**config.mk**
```make
export PLATFORM = sky130hd
export DESIGN_NAME = spi_pwm_cfg_ctrl_flat
export DESIGN_NICKNAME = d
export VERILOG_FILES = /design/src/rtl/spi_pwm_cfg_ctrl_if.sv /design/src/rtl/spi_pwm_cfg_ctrl.sv /design/src/flat_wrapper.sv
export SDC_FILE = /design/constraint.sdc
export NUM_CORES = 1
export LEC_CHECK = 0
export BUFFER_PORTS_ARGS = -buffer_cell sky130_fd_sc_hd__buf_4
export CAP_MARGIN = 30
export CORE_MARGIN = 2
export CORE_UTILIZATION = 25
export DETAILED_ROUTE_END_ITERATION = 7
export HOLD_SLACK_MARGIN = 0.06
export PLACE_DENSITY = 0.49
export SLEW_MARGIN = 15
export SYNTH_ARGS = -nofsm -noshare
export SYNTH_HDL_FRONTEND = slang
export SYNTH_SLANG_ARGS = --single-unit
```
**constraint.sdc**
```tcl
create_clock -name clk -period 1.48 [get_ports clk]
set_input_delay 0 -clock clk [delete_from_list [all_inputs] [get_ports clk]]
set_output_delay 0 -clock clk [all_outputs]
set_load 0.02 [all_outputs]
```
**src/rtl/spi_pwm_cfg_ctrl_if.sv**
```systemverilog
// SPI pin bundle between an SPI master (host / testbench) and the
// configuration controller.
//   sclk : SPI clock, idle low
//   copi : SPI data, MSB first, sampled on rising sclk
//   ncs  : chip select, active low
interface spi_pwm_cfg_ctrl_if;
    logic sclk;
    logic copi;
    logic ncs;

    modport master (output sclk, output copi, output ncs);
    modport slave  (input  sclk, input  copi, input  ncs);
endinterface

```
**src/rtl/spi_pwm_cfg_ctrl.sv**
```systemverilog
// SPI-mode-0, write-only configuration controller for the PWM peripheral.
// The SPI pins are synchronised into clk, 16-bit write frames are decoded
// and each valid frame is committed into one of five 8-bit config registers.
//
// Ports:
//   clk, rst         system clock, synchronous active-high reset
//   spi (slave)      sclk / copi / ncs pins, asynchronous to clk
//   en_reg_out_7_0   addr 0x00     en_reg_out_15_8  addr 0x01
//   en_reg_pwm_7_0   addr 0x02     en_reg_pwm_15_8  addr 0x03
//   pwm_duty_cycle   addr 0x04
//   wr_pulse         one-clk strobe when a register is written
//   frame_err        one-clk strobe when a frame ends with a wrong bit count
module spi_pwm_cfg_ctrl #(
    parameter int         SYNC_STAGES = 2,
    parameter int         FRAME_BITS  = 16,
    parameter logic [6:0] MAX_ADDR    = 7'h04
) (
    input  logic                  clk,
    input  logic                  rst,
    spi_pwm_cfg_ctrl_if.slave     spi,
    output logic [7:0]            en_reg_out_7_0,
    output logic [7:0]            en_reg_out_15_8,
    output logic [7:0]            en_reg_pwm_7_0,
    output logic [7:0]            en_reg_pwm_15_8,
    output logic [7:0]            pwm_duty_cycle,
    output logic                  wr_pulse,
    output logic                  frame_err
);

    localparam int         NUM_REGS = 5;
    // Pin vector ordering: [2]=ncs, [1]=copi, [0]=sclk. Idle: ncs=1, sclk=0.
    localparam logic [2:0] PIN_IDLE = 3'b100;
    localparam logic [4:0] CNT_FULL = 5'(FRAME_BITS);
    localparam logic [4:0] CNT_SAT  = 5'(FRAME_BITS + 1);

    typedef enum logic [1:0] {
        IDLE   = 2'd0,
        SHIFT  = 2'd1,
        COMMIT = 2'd2
    } state_t;

    // ------------------------------------------------------------------
    // Pin synchronisers, history flop and registered edge strobes
    // ------------------------------------------------------------------
    logic [2:0] pin_raw;
    logic [2:0] sync_reg [SYNC_STAGES];
    logic [2:0] pin_s;
    logic [2:0] hist_reg;
    logic       sclk_rise_reg;
    logic       ncs_rise_reg;
    logic       ncs_fall_reg;

    assign pin_raw = {spi.ncs, spi.copi, spi.sclk};

    generate
        for (genvar gi = 0; gi < SYNC_STAGES; gi++) begin : g_sync
            always_ff @(posedge clk) begin
                if (rst) begin
                    sync_reg[gi] <= PIN_IDLE;
                end else if (gi == 0) begin
                    sync_reg[gi] <= pin_raw;
                end else begin
                    sync_reg[gi] <= sync_reg[(gi == 0) ? 0 : gi - 1];
                end
            end
        end
    endgenerate

    assign pin_s = sync_reg[SYNC_STAGES-1];

    // Edges are registered, so copi is taken from the history flop: it holds
    // the copi_s value that was present when the sclk rise was detected.
    always_ff @(posedge clk) begin
        if (rst) begin
            hist_reg      <= PIN_IDLE;
            sclk_rise_reg <= 1'b0;
            ncs_rise_reg  <= 1'b0;
            ncs_fall_reg  <= 1'b0;
        end else begin
            hist_reg      <= pin_s;
            sclk_rise_reg <= pin_s[0] & ~hist_reg[0];
            ncs_rise_reg  <= pin_s[2] & ~hist_reg[2];
            ncs_fall_reg  <= ~pin_s[2] & hist_reg[2];
        end
    end

    // ------------------------------------------------------------------
    // Arming: after reset the synchronisers hold forced idle values, so a
    // falling ncs edge only counts once a genuine high ncs has been seen.
    // This keeps a chip select that was already low at reset release from
    // starting a frame.
    // ------------------------------------------------------------------
    logic [SYNC_STAGES-1:0] flush_reg;
    logic                   armed_reg;

    always_ff @(posedge clk) begin
        if (rst) begin
            flush_reg <= '0;
            armed_reg <= 1'b0;
        end else begin
            flush_reg <= {flush_reg[SYNC_STAGES-2:0], 1'b1};
            if (flush_reg[SYNC_STAGES-1] && pin_s[2]) begin
                armed_reg <= 1'b1;
            end
        end
    end

    // ------------------------------------------------------------------
    // Frame FSM
    // ------------------------------------------------------------------
    state_t                  state_reg, state_next;
    logic [FRAME_BITS-1:0]   shreg_reg, shreg_next;
    logic [4:0]              bitcnt_reg, bitcnt_next;
    logic                    wr_pulse_reg, wr_pulse_next;
    logic                    frame_err_reg, frame_err_next;
    logic [6:0]              frame_addr;
    logic [7:0]              frame_data;

    assign frame_addr = shreg_reg[FRAME_BITS-2:8];
    assign frame_data = shreg_reg[7:0];

    always_ff @(posedge clk) begin
        if (rst) begin
            state_reg     <= IDLE;
            shreg_reg     <= '0;
            bitcnt_reg    <= '0;
            wr_pulse_reg  <= 1'b0;
            frame_err_reg <= 1'b0;
        end else begin
            state_reg     <= state_next;
            shreg_reg     <= shreg_next;
            bitcnt_reg    <= bitcnt_next;
            wr_pulse_reg  <= wr_pulse_next;
            frame_err_reg <= frame_err_next;
        end
    end

    always_comb begin
        state_next     = state_reg;
        shreg_next     = shreg_reg;
        bitcnt_next    = bitcnt_reg;
        wr_pulse_next  = 1'b0;
        frame_err_next = 1'b0;

        unique case (state_reg)
            IDLE: begin
                if (ncs_fall_reg && armed_reg) begin
                    state_next  = SHIFT;
                    shreg_next  = '0;
                    bitcnt_next = '0;
                end
            end
            SHIFT: begin
                // End of frame wins over a coincident sclk edge.
                if (ncs_rise_reg) begin
                    state_next = COMMIT;
                end else if (sclk_rise_reg) begin
                    shreg_next = {shreg_reg[FRAME_BITS-2:0], hist_reg[1]};
                    if (bitcnt_reg != CNT_SAT) begin
                        bitcnt_next = bitcnt_reg + 5'd1;
                    end
                end
            end
            COMMIT: begin
                state_next = IDLE;
                if (bitcnt_reg == CNT_FULL) begin
                    wr_pulse_next = shreg_reg[FRAME_BITS-1] && (frame_addr <= MAX_ADDR);
                end else begin
                    frame_err_next = 1'b1;
                end
            end
            default: state_next = IDLE;
        endcase
    end

    // ------------------------------------------------------------------
    // Config registers: written on the same edge that leaves COMMIT
    // ------------------------------------------------------------------
    logic [7:0] cfg_reg [NUM_REGS];

    generate
        for (genvar gi = 0; gi < NUM_REGS; gi++) begin : g_cfg
            always_ff @(posedge clk) begin
                if (rst) begin
                    cfg_reg[gi] <= 8'h00;
                end else if (wr_pulse_next && (frame_addr == 7'(gi))) begin
                    cfg_reg[gi] <= frame_data;
                end
            end
        end
    endgenerate

    assign en_reg_out_7_0  = cfg_reg[0];
    assign en_reg_out_15_8 = cfg_reg[1];
    assign en_reg_pwm_7_0  = cfg_reg[2];
    assign en_reg_pwm_15_8 = cfg_reg[3];
    assign pwm_duty_cycle  = cfg_reg[4];
    assign wr_pulse        = wr_pulse_reg;
    assign frame_err       = frame_err_reg;

endmodule

```
**src/flat_wrapper.sv**
```systemverilog
// flat-port wrapper written by rule: the top's interface ports become plain ports
module spi_pwm_cfg_ctrl_flat 
#(
    parameter int         SYNC_STAGES = 2,
    parameter int         FRAME_BITS  = 16,
    parameter logic [6:0] MAX_ADDR    = 7'h04
)
  (clk, rst, en_reg_out_7_0, en_reg_out_15_8, en_reg_pwm_7_0, en_reg_pwm_15_8, pwm_duty_cycle, wr_pulse, frame_err, spi_sclk, spi_copi, spi_ncs);
  spi_pwm_cfg_ctrl_if spi_i ();
  input  logic clk;
  input  logic rst;
  output logic [7:0] en_reg_out_7_0;
  output logic [7:0] en_reg_out_15_8;
  output logic [7:0] en_reg_pwm_7_0;
  output logic [7:0] en_reg_pwm_15_8;
  output logic [7:0] pwm_duty_cycle;
  output logic wr_pulse;
  output logic frame_err;
  input wire logic [$bits(spi_i.sclk)-1:0] spi_sclk;
  input wire logic [$bits(spi_i.copi)-1:0] spi_copi;
  input wire logic [$bits(spi_i.ncs)-1:0] spi_ncs;
  assign spi_i.sclk = spi_sclk;
  assign spi_i.copi = spi_copi;
  assign spi_i.ncs = spi_ncs;
  spi_pwm_cfg_ctrl #(.SYNC_STAGES(SYNC_STAGES), .FRAME_BITS(FRAME_BITS), .MAX_ADDR(MAX_ADDR)) u_core (.clk(clk), .rst(rst), .spi(spi_i), .en_reg_out_7_0(en_reg_out_7_0), .en_reg_out_15_8(en_reg_out_15_8), .en_reg_pwm_7_0(en_reg_pwm_7_0), .en_reg_pwm_15_8(en_reg_pwm_15_8), .pwm_duty_cycle(pwm_duty_cycle), .wr_pulse(wr_pulse), .frame_err(frame_err));
endmodule
```
==> impl_results.md <==
* Status: finished, violations left
* Violated checks: setup timing
* Initial antenna violation count at 0
* Via/cell ratio at 4.38
* Starting density of the core at 0.256
* Number of buffers created by CTS at 9
* Core Area at 12000 um^2
* Post-Syn Area at 3070 um^2
* Synth top area share at 0.391
* Post-DP HPWL at 4.60 mm
* # clock sinks at 80
* Share of layout cells above drive strength 1 at 0.478
* Die width at approximately 110 um
* Boundary Pins at 47
* Dpl ws at -0.181 ns
* Aggregate global routing overflow at 0
* Top post-synthesis cells by count: 47 x nor2_1, 40 x dfxtp_1, 40 x edfxtp_1
* Setup CP Type: flop to flop
* Top Layer Used: met4
* Metal-1 WL at 3.14 mm
* Max reg flops at 40
* First-pass GRT wire length at 10.8 mm
* Largest net degree at the start of global routing at 19
* Crit Path Max Fanout at 8
* Sequential share of the synthesized area at 0.652
* Routed length on met3 at a little over 400 um
* FFs w/ async S/R, synth at 0
* Switch Pwr at about 1.1 mW
* RSZ-0062 raised after global routing: yes
* Placer Congestion at 0.695
* Starting DRT DRC Count at between 100 and 150
* Row count at 40
* Final Hold Vio Count at 0
* Mean Syn Cell Area at 11.7 um^2
* Port bufs at 46
* Area contributors post-synth: edfxtp_1 39%, dfxtp_1 26%, nor2_1 5.7%
* CP Launch Point: u_core.bitcnt_reg[0]
* Sequential power share at 0.488
* Comb pwr share at 0.047
* Clk network pwr share at 0.466
* DRC at 0
* Layout area overhead at 43.3%
* Clock-pin slew on the worst setup and hold paths at 0.07 ns
* CP Launch Type: flop
* Worst R2R Start: u_core.bitcnt_reg[0]
* Syn Nets at 271
* R2r setup slk at -0.02 ns
* First-pass DRT Iterations at 5
* Least-Margin Pin Slew at around 0.40 ns
* Final net count at about 360
* Vias at 2204
* P_leak at 1.59 nW
* Area leader, netlist: edfxtp_1
* WHS Path Cells at 1
* Ys Warns at 0
* Cell internal pwr at 3.81 mW
* Final worst slack at -0.0197 ns
* Clock Path Buffers at 2
* Nature of the critical path endpoint: flop
* Wire length per cell at 13.5 um
* Peak supply drop at 0.458 mV
* Final Critical Period at between 1 and 1.5 ns
* Power Dens Cells at approximately 1100 nW/um^2
* TritonCTS clock tree: done
* Count of final setup violators at 17
* Hold Crit Class: flop to flop
* Antenna-violating nets left at 0
* EDFF count, synth at 40
* Critical Path AT at 1.54 ns
* Maximum Capacitance Violations at 0
* Hold Startpoint: u_core.hist_reg[0]
* Root Driver: clkbuf_16
* Slew HR at 0.734
* H-tree levels at 3
* Die Y at between 100 and 150 um
* Most common cell in the netlist: nor2_1
* Switching part of the total at 0.224
* Max Freq at between 600 and 700 MHz
* Fin cells at 503
* Inst Count DP at 473
* Antenna Cells at 0
* Cell count after synthesis at 263
* Worst endpoint required time at between 1.5 and 2 ns
* Number of global-route vias before repair at 2079
* Max Clock Skew at about 0.0066 ns
* Final WL at 6.79 mm
* Final period util at 1.01
* Top_reg_cell synth: edfxtp_1
* Routed wire length on met2 at 3.18 mm
* Area of the die at 13200 um^2
* #FFs+latches synth at 80
* Pins Over Slew Limit at 0
* Clk_lat worst skew at 0.33 ns
* FF-to-FF path depth at 5
* Total GRT Usage at 0.107
* Unique masters post-synth at slightly above 40
-- routing by layer --
metal | vias to the layer above | track usage
met5 | - | 0
met4 | 0 | 0.0361
met3 | 4 | 0.0279
met2 | 72 | 0.174
met1 | 1039 | 0.138
li1 | 1089 | -
-- stage by stage --
step                      utilization  instance area [um^2]  TNS [ns]  total power [mW]  hold slack, ns
after floorplan                     -                  3080     -2.16              2.56           0.104
final                           0.367                  4400    -0.299              4.92           0.381
after global routing            0.367                  4400     -4.95              5.07           0.392
after global placement          0.314                  3770     -7.10              2.66           0.189
after detailed placement        0.314                  3770     -8.27              2.66           0.187
after CTS                       0.355                  4270     -1.81              4.96           0.384
-- final cells by class --
class,count,area (um^2)
clock inverter,7,83.8
inverter,4,15.0
multi-input combinational,168,1180
fill,1210,7610
clock buffer,9,225
tap,147,184
timing repair buffer,88,711
sequential,80,2010
-- path summary, 6_finish.rpt --
check,endpoint
worst min register to register,u_core.sclk_rise_reg
worst max-delay path,u_core.cfg_reg[4][3]
worst max register to register,u_core.cfg_reg[4][3]
worst min-delay path,u_core.sclk_rise_reg
-- cell families (layout without fill, tap and decap cells) --
kind of cell               after synthesis  count (layout)  share of synthesized area
adders and majority gates                3               3                     0.0122
AOI/OAI and AO/OA                       33              33                     0.0729
buffers and inverters                   15             108                     0.0289
and+or+nand+nor                        130             130                      0.229
xor gates and xnor gates                 2               2                    0.00570
DFF                                     80              80                      0.652
-- critical path, cell delays in order (launching register included) --
cell and delay, ns:
dfxtp_2 0.33, inv_2 0.08, ha_4 0.14, nand4bb_4 0.15, nor2_4 0.25, a31o_4 0.26
-- power groups by stage --
stage	sequential, mW	clock, mW	combinational [mW]
6_report	2.40	2.29	0.229
5_1_grt	2.40	2.42	0.244
4_1_cts	2.40	2.33	0.227
3_5_place_dp	2.45	0	0.215
3_3_place_gp	2.45	0	0.211
2_1_floorplan	2.50	0	0.0569
-- cells in the final DEF, fill, tap and decap left out, types with 3 or more instances in the layout --
cell type / instances
a21o_4: 3
nor2_4: 7
a21oi_2: 10
nand2_1: 26
edfxtp_1: 40
dfxtp_1: 35
nor2b_1: 9
nor2_2: 17
o21ai_0: 4
buf_4: 78
a21oi_1: 10
or2_2: 3
and3_1: 4
inv_6: 3
buf_6: 4
nor2_1: 25
dlygate4sd3_1: 4
clkbuf_16: 9
dfxtp_2: 5
nand4_1: 3
nand3_1: 8
nand3_2: 10
-- repair_timing --
action                                  4_1_cts  5_1_grt
pin swaps                                     4       22
resized for setup                            21       36
endpoints found under the setup margin       81       85
hold buffers                                  4        0
buffers inserted                              8        2
hold endpoints to repair                      9        0
Power figures use the tool's default switching activity.
